==> src/rtl/ysyx_22040750_axi_pkg.sv <==
// Shared definitions for the AXI4 read arbiter: FSM encoding and AR/R payload layout.
// Latency: n/a (definitions only).
// Backpressure: n/a.
package ysyx_22040750_axi_pkg;

    typedef enum logic [1:0] {
        IDLE = 2'd0,
        ADDR = 2'd1,
        DATA = 2'd2
    } arb_state_e;

    // AR payload is {addr, len[7:0], size[2:0], burst[1:0]}, MSB first.
    localparam int AR_BURST_LSB = 0;
    localparam int AR_BURST_W   = 2;
    localparam int AR_SIZE_LSB  = 2;
    localparam int AR_SIZE_W    = 3;
    localparam int AR_LEN_LSB   = 5;
    localparam int AR_LEN_W     = 8;
    localparam int AR_ADDR_LSB  = 13;
    localparam int AR_CTRL_W    = 13;

    // R payload is {rlast, rdata}; rlast sits at bit AXI_DATA_W.
    localparam int AXI_DATA_W   = 64;
    localparam int AXI_R_W      = AXI_DATA_W + 1;

    function automatic logic [AR_LEN_W-1:0] ar_len_of(input logic [AR_CTRL_W-1:0] ctrl);
        return ctrl[AR_LEN_LSB +: AR_LEN_W];
    endfunction

endpackage

==> src/rtl/ysyx_22040750_rr_arb2.sv <==
// Two-request arbiter: one-hot grant, round-robin on ties (or dcache strict priority).
// Latency: grant is combinational from req; rr_last updates on the clock after take.
// Backpressure: none; caller asserts take only when it consumes the grant.
//
// Ports: clk, rst_n (async active-low), req[1:0], take (grant consumed), gnt[1:0] one-hot.
// Build option: ARB_DCACHE_PRIO_EN gives req[1] strict priority and drops rr_last.
module ysyx_22040750_rr_arb2 (
    input  logic       clk,
    input  logic       rst_n,
    input  logic [1:0] req,
    input  logic       take,
    output logic [1:0] gnt
);

`ifdef ARB_DCACHE_PRIO_EN
    logic unused_prio;
    assign unused_prio = ^{clk, rst_n, take};

    always_comb begin
        gnt = 2'b00;
        if (req[1])      gnt = 2'b10;
        else if (req[0]) gnt = 2'b01;
    end
`else
    // rr_last = index of the last granted requester; resets to 1 so req[0] wins the first tie.
    logic rr_last;

    always_ff @(posedge clk or negedge rst_n) begin
        if (!rst_n)    rr_last <= 1'b1;
        else if (take) rr_last <= gnt[1];
    end

    always_comb begin
        gnt = 2'b00;
        case (req)
            2'b01:   gnt = 2'b01;
            2'b10:   gnt = 2'b10;
            2'b11:   gnt = rr_last ? 2'b01 : 2'b10;
            default: gnt = 2'b00;
        endcase
    end
`endif

endmodule

==> src/rtl/ysyx_22040750_axi_rd_arbiter.sv <==
// Two-master AXI4 read arbiter (m0 icache, m1 dcache) onto one downstream read port.
// Latency: AR request in cycle N -> O_bus_arvalid in N+1; R beats pass through combinationally.
// Backpressure: one burst outstanding; arready held low while busy, R ready follows granted master.
//
// Ports: I_clk, I_rst (async active-low); per master AR payload/valid/ready and R {rlast,rdata}/valid/ready;
//        downstream O_bus_ar*/I_bus_r*; O_len_err pulses one cycle after a beat whose rlast disagrees with arlen.
// Build option: ARB_DCACHE_PRIO_EN selects dcache strict priority instead of round-robin.
module ysyx_22040750_axi_rd_arbiter
    import ysyx_22040750_axi_pkg::*;
#(
    parameter int ADDR_W = 32,
    parameter int DATA_W = 64,
    parameter int AR_W   = ADDR_W + 13
) (
    input  logic              I_clk,
    input  logic              I_rst,
    input  logic [AR_W-1:0]   I_m0_ar,
    input  logic              I_m0_arvalid,
    output logic              O_m0_arready,
    output logic [DATA_W:0]   O_m0_r,
    output logic              O_m0_rvalid,
    input  logic              I_m0_rready,
    input  logic [AR_W-1:0]   I_m1_ar,
    input  logic              I_m1_arvalid,
    output logic              O_m1_arready,
    output logic [DATA_W:0]   O_m1_r,
    output logic              O_m1_rvalid,
    input  logic              I_m1_rready,
    output logic [AR_W-1:0]   O_bus_ar,
    output logic              O_bus_arvalid,
    input  logic              I_bus_arready,
    input  logic [DATA_W:0]   I_bus_r,
    input  logic              I_bus_rvalid,
    output logic              O_bus_rready,
    output logic              O_len_err
);

    arb_state_e          state_q, state_d;
    logic                grant_q;      // granted master index; only meaningful outside IDLE
    logic [AR_LEN_W-1:0] saved_len_q;
    logic [AR_LEN_W-1:0] cnt_q;        // beats already accepted in this burst
    logic [AR_W-1:0]     bus_ar_q;
    logic                len_err_q;

    logic [1:0]          req, gnt;
    logic                take;
    logic [AR_W-1:0]     win_ar;
    logic                in_data, sel_rready, beat, rlast, len_bad;

    assign req  = {I_m1_arvalid, I_m0_arvalid};
    // Qualified by reset so no arready can escape while the block is held in reset.
    assign take = I_rst && (state_q == IDLE) && (req != 2'b00);

    ysyx_22040750_rr_arb2 u_arb (
        .clk   (I_clk),
        .rst_n (I_rst),
        .req   (req),
        .take  (take),
        .gnt   (gnt)
    );

    assign win_ar     = gnt[1] ? I_m1_ar : I_m0_ar;
    assign in_data    = (state_q == DATA);
    assign sel_rready = grant_q ? I_m1_rready : I_m0_rready;
    assign beat       = in_data && I_bus_rvalid && sel_rready;
    assign rlast      = I_bus_r[DATA_W];
    // A beat is bad exactly when rlast disagrees with "this is beat number arlen".
    assign len_bad    = beat && (rlast != (cnt_q == saved_len_q));

    always_comb begin
        state_d = state_q;
        case (state_q)
            IDLE:    if (take) state_d = ADDR;
            ADDR:    if (I_bus_arready) state_d = DATA;
            DATA:    if (beat && rlast) state_d = IDLE;
            default: state_d = IDLE;
        endcase
    end

    always_ff @(posedge I_clk or negedge I_rst) begin
        if (!I_rst) begin
            state_q     <= IDLE;
            grant_q     <= 1'b0;
            saved_len_q <= '0;
            cnt_q       <= '0;
            bus_ar_q    <= '0;
            len_err_q   <= 1'b0;
        end else begin
            state_q   <= state_d;
            len_err_q <= len_bad;
            if (take) begin
                grant_q     <= gnt[1];
                bus_ar_q    <= win_ar;
                saved_len_q <= ar_len_of(win_ar[AR_CTRL_W-1:0]);
                cnt_q       <= '0;
            end else if (beat) begin
                cnt_q <= cnt_q + 8'd1;
            end
        end
    end

    assign O_m0_arready  = take && gnt[0];
    assign O_m1_arready  = take && gnt[1];
    assign O_bus_ar      = bus_ar_q;
    assign O_bus_arvalid = (state_q == ADDR);
    assign O_bus_rready  = in_data && sel_rready;
    assign O_len_err     = len_err_q;

    // Non-granted master sees zero data as well as rvalid=0, keeping idle outputs quiet.
    assign O_m0_rvalid = in_data && !grant_q && I_bus_rvalid;
    assign O_m1_rvalid = in_data &&  grant_q && I_bus_rvalid;
    assign O_m0_r      = (in_data && !grant_q) ? I_bus_r : '0;
    assign O_m1_r      = (in_data &&  grant_q) ? I_bus_r : '0;

endmodule

==> config.mk <==
export PLATFORM = sky130hd
export DESIGN_NAME = ysyx_22040750_axi_rd_arbiter
export DESIGN_NICKNAME = d
export VERILOG_FILES = /design/src/rtl/ysyx_22040750_axi_pkg.sv /design/src/rtl/ysyx_22040750_rr_arb2.sv /design/src/rtl/ysyx_22040750_axi_rd_arbiter.sv
export SDC_FILE = /design/constraint.sdc
export NUM_CORES = 1
export LEC_CHECK = 0
export CORE_AREA = 5 5 132 134
export DETAILED_ROUTE_END_ITERATION = 10
export DIE_AREA = 0 0 137 139
export HOLD_SLACK_MARGIN = 0.08
export MAX_ROUTING_LAYER = met4
export SYNTH_ARGS = -nofsm -noshare
export SYNTH_HDL_FRONTEND = slang
export SYNTH_SLANG_ARGS = --single-unit
==> constraint.sdc <==
create_clock -name I_clk -period 2.1 [get_ports I_clk]
set_clock_uncertainty 0.15 [all_clocks]
set_input_delay 0.525 -clock I_clk [delete_from_list [all_inputs] [get_ports I_clk]]
set_output_delay 0.525 -clock I_clk [all_outputs]
set_load 0.05 [all_outputs]
==> results.ini, run 1 <==
[drt]
wl_met1_um=7520
postRouteWirelength_um=20900
via_per_inst=4.52
drc=0
first_pass_iters=4
vias=4598
route.met3.wl_um=2240
wl_met2_um=10700
drt.antenna.violating_nets=0
dr.max_layer_used=met4
first_iter_violations=118
wl_per_cell_um=20.5

[clocking]
path_clk_slew_ns=0.05
h-tree-depth=3
cts_sinks=58
clk_latency_ns=0.33
cts-root-buf=clkbuf_16
cts_inserted_buffers=9
max-clock-path-buffers=2
tritoncts=built

[min_path]
min_path_type=input port to async pin

[die]
dieArea_mm2=0.0190
core_mm2=0.0162
initial_utilization=0.230
fp-row-count=47
die_w_um=137
die_y_um=139
ios=345

[layout]
drive_gt1_frac=0.482
multi_input_area_mm2=0.00250
fin_cells=1018
fillers=1279
area_growth_pct=167
regArea_mm2=0.00146
nNetsFinal=954
fin_util=0.612

[setup_path]
crit_path_max_fanout=12
critical_path_class=flip-flop to primary output
r2r_start=state_q[0]
rr_endpoint=O_bus_ar[28]
path_delay_family=buffers and inverters
start_kind=flip-flop
slowest_delay_ns=0.40
crit_chain=buf_6 > nor2b_4 > buf_12 > clkbuf_16 > and3_1 > buf_12
arrival_ns=1.67
end_kind=primary output
worstPathRequired_ns=1.42
slowest_stage=dfrtp_1
r2r_cells=8
r2r_slack_ns=0.15
crit_top_cell=buf_12
path_buf_inv=4

[synth]
syn_avg_cell_area_um2=8.73
seq_area_frac_synth=0.391
async_flop_share=1.00
syn-num-nets=589
yosysWarnings=0
synth_ff_type=dfrtp_1
synthCells=425
synth_cell_types=31
synth-seq-cells=58
syn-cell-area_mm2=0.00371
synth_edf_count=0

[placed_design]
placedCellCount=979
dp_hpwl_um=16300
gp_congestion=0.851
numPortBuffers=344

[global_route]
overflow=0
antenna_found_initial=2
grt_pass1_wl_um=28200
grt_pass1_vias=4679
grt_max_degree=59
track_usage=0.201

[run_status]
violations=setup timing
status=finished, violations left

[sta]
slew_headroom=0.504
setup_viol_count_final=132
max_freq_ghz=0.426
rsz0062_at_grt=yes
worst_pin_slew_ns=0.744
layout_min_cycle_time_ns=2.35
setup_slack_ns=-0.249
holdWs_ns=0.259
drv_slew=0
hold_viol_final=0
fin_crit_sh=1.12

[pwr]
cellLeakagePower_nw=4.41
total_power_mw=12.5
peakVddDrop_mv=0.795
powerDensity_mw_per_mm2=1260

[flow_run]
max_cap_violations=0

## metal layers
layer / global-route usage / vias to the layer above
met3: 0.0845 / 30
met4: 0.0657 / 0
li1: - / 2193
met1: 0.204 / 2157
met2: 0.346 / 218
met5: - / -
## logic make-up after synthesis
kind of cell | after synthesis | synth area share
buf+inv | 38 | 0.0442
mux | 49 | 0.133
flops | 58 | 0.391
simple gates | 210 | 0.318
compound gates | 57 | 0.0819
fa+ha+maj | 1 | 0.00337
xor+xnor | 12 | 0.0283
## placed cells by master, fill, tap and decap left out, types with 3 or more instances in the layout
cell type        Yosys  routed
nand4_1              5       5
o21ai_0             49      49
clkbuf_8             0       3
nor2_2               1       4
nor2_1              10       5
clkbuf_16            0      16
and3_1              67      12
buf_6                0       3
diode_2              0       3
and3_2               0      26
buf_8                0       3
and2_4               0      66
nand2_1             52      52
xnor2_1             12      12
buf_12               0     147
and3_4               0      29
dfrtp_1             57      55
mux2i_1             48      48
buf_4                4      68
clkdlybuf4s50_1      0     158
## how the worst max path moves through the flow
| stage | end | depth (start not counted) | slack [ns] | start |
|---|---|---|---|---|
| after global placement | O_bus_ar[27] | 5 | -0.19 | I_m0_arvalid |
| after CTS | O_m0_r[4] | 5 | -0.25 | state_q[0] |
| after detailed placement | O_bus_ar[28] | 5 | -0.27 | I_m0_arvalid |
| after floorplan | O_m0_arready | 5 | -0.09 | state_q[1] |
| after global routing | O_m0_r[4] | 6 | -0.31 | state_q[0] |
| final | O_m1_r[59] | 6 | -0.25 | state_q[0] |
## Yosys cell counts, drive strengths merged, types with 5 or more instances
master,instances,share of area
nand2,52,0.053
and3,67,0.11
clkbuf,27,0.027
mux2i,49,0.13
o21ai,49,0.066
nand4,5,0.0084
nor2,11,0.012
buf,9,0.015
dfrtp,57,0.38
xnor2,12,0.028
and2,66,0.11
## cell type report
| class | instances | area share |
|---|---|---|
| repair buffers | 390 | 0.538 |
| multi-input cells | 329 | 0.252 |
| flip-flops and latches | 58 | 0.147 |
| well taps | 220 | 0.0278 |
| clock buffers | 12 | 0.0269 |
| clock inverters | 4 | 0.00733 |
| inverters | 2 | 0.000758 |
| diodes | 3 | 0.000758 |
## what timing repair did
action	in CTS	in global routing
gates cloned	0	11
setup endpoints to repair	135	135
buffers inserted	0	9
resized for setup	11	112
hold buffers	0	0
pin swaps	2	46
## per-stage QoR
step | instance area (µm²) | setup TNS [ns] | worst slack (ns)
2_1_floorplan | 3810 | -0.0857 | -0.0857
3_3_place_gp | 8900 | -7.85 | -0.186
3_5_place_dp | 8900 | -11.19 | -0.275
4_1_cts | 9270 | -28.84 | -0.247
5_1_grt | 9900 | -35.71 | -0.308
6_report | 9900 | -27.71 | -0.249
## flip-flops by register name, summed over array words and instances, names as in the netlist
name,count
O_bus_ar,38
O_len_err,1
cnt_q,8
grant_q,1
saved_len_q,7
state_q,2
u_arb.rr_last,1
## power breakdown
group	switching, mW	internal [mW]	total (mW)
Clock	0.514	1.13	1.65
Sequential	0.378	1.59	1.96
Combinational	5.00	3.86	8.85
(Power assumes the default switching activity.)
==> inputs of run 2 (changes only) <==
SETUP_SLACK_MARGIN = 0.05   (was default)
SLEW_MARGIN = 20   (was default)
==> run 2 against run 1 <==
The run still ends with setup timing left. Critical path type unchanged. Maximum frequency up 1.8%. Highest routed layer unchanged. Power is 0.67% lower. Sequential power hardly changed. Hold slack gained 0.0022 ns. Combinational power is 1% higher. Critical path depth is 1 lower. Flip-flop and latch count did not move.
==> results.ini, run 2 (synthesized netlist as in run 1, its figures left out) <==
[drt]
wl_met2_um=11300  ; was 10700 µm
vias=4529  ; was 4598
first_pass_iters=4  ; unchanged
via_per_inst=4.46  ; was 4.52
postRouteWirelength_um=21400  ; was 20900 µm
route.met3.wl_um=2310  ; was 2240 µm
drt.antenna.violating_nets=0  ; unchanged
first_iter_violations=181  ; was 118
drc=0  ; unchanged
wl_met1_um=7150  ; was 7520 µm
dr.max_layer_used=met4  ; unchanged
wl_per_cell_um=21.0  ; was 20.5 µm

[sta]
drv_slew=0  ; unchanged
setup_slack_ns=-0.207  ; was -0.249 ns
fin_tns_setup_ns=-21.47  ; was -27.71 ns
layout_min_cycle_time_ns=2.31  ; was 2.35 ns
max_freq_ghz=0.434  ; was 0.426 GHz
hold_viol_final=0  ; unchanged
worst_pin_slew_ns=0.735  ; was 0.744 ns
rsz0062_at_grt=yes  ; unchanged
slew_headroom=0.510  ; was 0.504
fin_crit_sh=1.10  ; was 1.12
setup_viol_count_final=134  ; was 132

[setup_path]
r2r_slack_ns=0.17  ; was 0.15 ns
arrival_ns=1.63  ; was 1.67 ns
path_buf_inv=3  ; was 4
path_delay_family=buffers and inverters  ; unchanged
crit_path_max_fanout=14  ; was 12
worstPathRequired_ns=1.42  ; about the same
critical_path_class=flip-flop to primary output  ; unchanged
r2r_cells=9  ; was 8
start_kind=flip-flop  ; unchanged
crit_top_cell=buf_12  ; unchanged
crit_chain=nor2b_4 > buf_12 > buf_12 > and3_2 > buf_12  ; was buf_6 > nor2b_4 > buf_12 > clkbuf_16 > and3_1 > buf_12
end_kind=primary output  ; unchanged
rr_endpoint=O_bus_ar[21]  ; was O_bus_ar[28]
slowest_stage=dfrtp_2  ; was dfrtp_1
r2r_start=state_q[0]  ; unchanged
slowest_delay_ns=0.43  ; was 0.40 ns

[die]
die_w_um=137  ; unchanged
die_y_um=139  ; unchanged
ios=345  ; unchanged
fp-row-count=47  ; unchanged
dieArea_mm2=0.0190  ; unchanged
core_mm2=0.0162  ; unchanged
initial_utilization=0.230  ; unchanged

[layout]
nNetsFinal=954  ; unchanged
area_growth_pct=168  ; was 167%
final_common_cell=clkdlybuf4s50_1  ; unchanged
largest_reg_flops=38  ; unchanged
final_cell_mix=158 x clkdlybuf4s50_1, 141 x buf_12, 68 x buf_4  ; was 158 x clkdlybuf4s50_1, 147 x buf_12, 68 x buf_4
drive_gt1_frac=0.490  ; was 0.482
design_area_mm2=0.00994  ; was 0.00990 mm²

[global_route]
track_usage=0.206  ; was 0.201
grt_max_degree=77  ; was 59
grt_pass1_wl_um=28700  ; was 28200 µm
overflow=0  ; unchanged
grt_pass1_vias=4570  ; was 4679
antenna_found_initial=2  ; unchanged

[flow_run]
max_cap_violations=0  ; unchanged

[placed_design]
numPortBuffers=344  ; unchanged
placed_area_mm2=0.00886  ; was 0.00890 mm²
dp_hpwl_um=16200  ; was 16300 µm
gp_congestion=0.823  ; was 0.851

[clocking]
path_clk_slew_ns=0.05  ; about the same
clk_latency_ns=0.32  ; was 0.33 ns
cts_sinks=58  ; unchanged
h-tree-depth=3  ; unchanged
max-clock-path-buffers=2  ; unchanged
cts_hold_buf=0  ; unchanged
cts-root-buf=clkbuf_16  ; unchanged
cts_inserted_buffers=9  ; unchanged
tritoncts=built  ; unchanged

[min_path]
min_path_type=input port to async pin  ; unchanged

[run_status]
status=finished, violations left  ; unchanged
violations=setup timing  ; unchanged

[pwr]
peakVddDrop_mv=1.01  ; was 0.795 mV
powerDensity_mw_per_mm2=1250  ; was 1260 mW/mm²
cellLeakagePower_nw=4.34  ; was 4.41 nW

==> run 2: changes by cell type in the layout (fill, tap and decap cells not counted), moves of 2 or more <==
| cell | change |
|---|---|
| and3_1 | -9 |
| and3_2 | -16 |
| and3_4 | +25 |
| buf_12 | -6 |
| buf_16 | +2 |
| buf_6 | +5 |
| nor2_2 | -2 |
==> run 2: how the worst max path moves through the flow <==
stage	startpoint	end	slack, ns	cells past startpoint
after floorplan	state_q[0]	O_m0_r[14]	0.009	5
after global placement	I_m1_arvalid	O_m0_arready	-0.23	6
after detailed placement	I_m1_arvalid	O_m0_arready	-0.27	6
after CTS	state_q[0]	O_m1_r[1]	-0.20	5
after global routing	state_q[1]	O_m1_r[38]	-0.25	5
final	state_q[1]	O_m1_r[38]	-0.21	5
==> run 2: power breakdown <==
group	internal, mW	total, mW	switching (mW)
Combinational	3.89	8.94	5.06
Clock	1.00	1.47	0.464
Sequential	1.59	1.97	0.382
Total	6.48	12.4	5.90
==> run 2: metal layers <==
layer / track usage / vias to the layer above
met1: 0.202 / 2081
met4: 0.0704 / 0
met3: 0.0824 / 27
met2: 0.366 / 229
met5: - / -
li1: - / 2192
==> run 2: through the flow <==
| step | utilization | hold slack, ns | power [mW] | cells | setup slack, ns |
|---|---|---|---|---|---|
| 3_5_place_dp | 0.548 | 0.326 | 9.83 | 976 | -0.270 |
| 2_1_floorplan | - | 0.0794 | 6.20 | 425 | 0.00931 |
| 6_report | 0.615 | 0.261 | 12.4 | 1016 | -0.207 |
| 4_1_cts | 0.579 | 0.290 | 11.7 | 998 | -0.203 |
| 5_1_grt | 0.615 | 0.340 | 12.9 | 1016 | -0.254 |
| 3_3_place_gp | 0.548 | 0.314 | 9.76 | 976 | -0.231 |
==> run 2: layout make-up <==
class                      count  area (µm²)
inverter                       2        7.51
timing repair buffer         390        5290
sequential                    58        1460
clock buffer                  13         270
clock inverter                 2        35.0
fill                        1269        6230
tap                          220         275
antenna                        2        5.00
multi-input combinational    329        2600
==> run 2: timing repair <==
item / CTS / global route
setup endpoints to repair: 135 / 135
gates resized for setup: 50 / 97
buffers inserted: 4 / 6
pin swaps: 1 / 25
cloned: 3 / 10
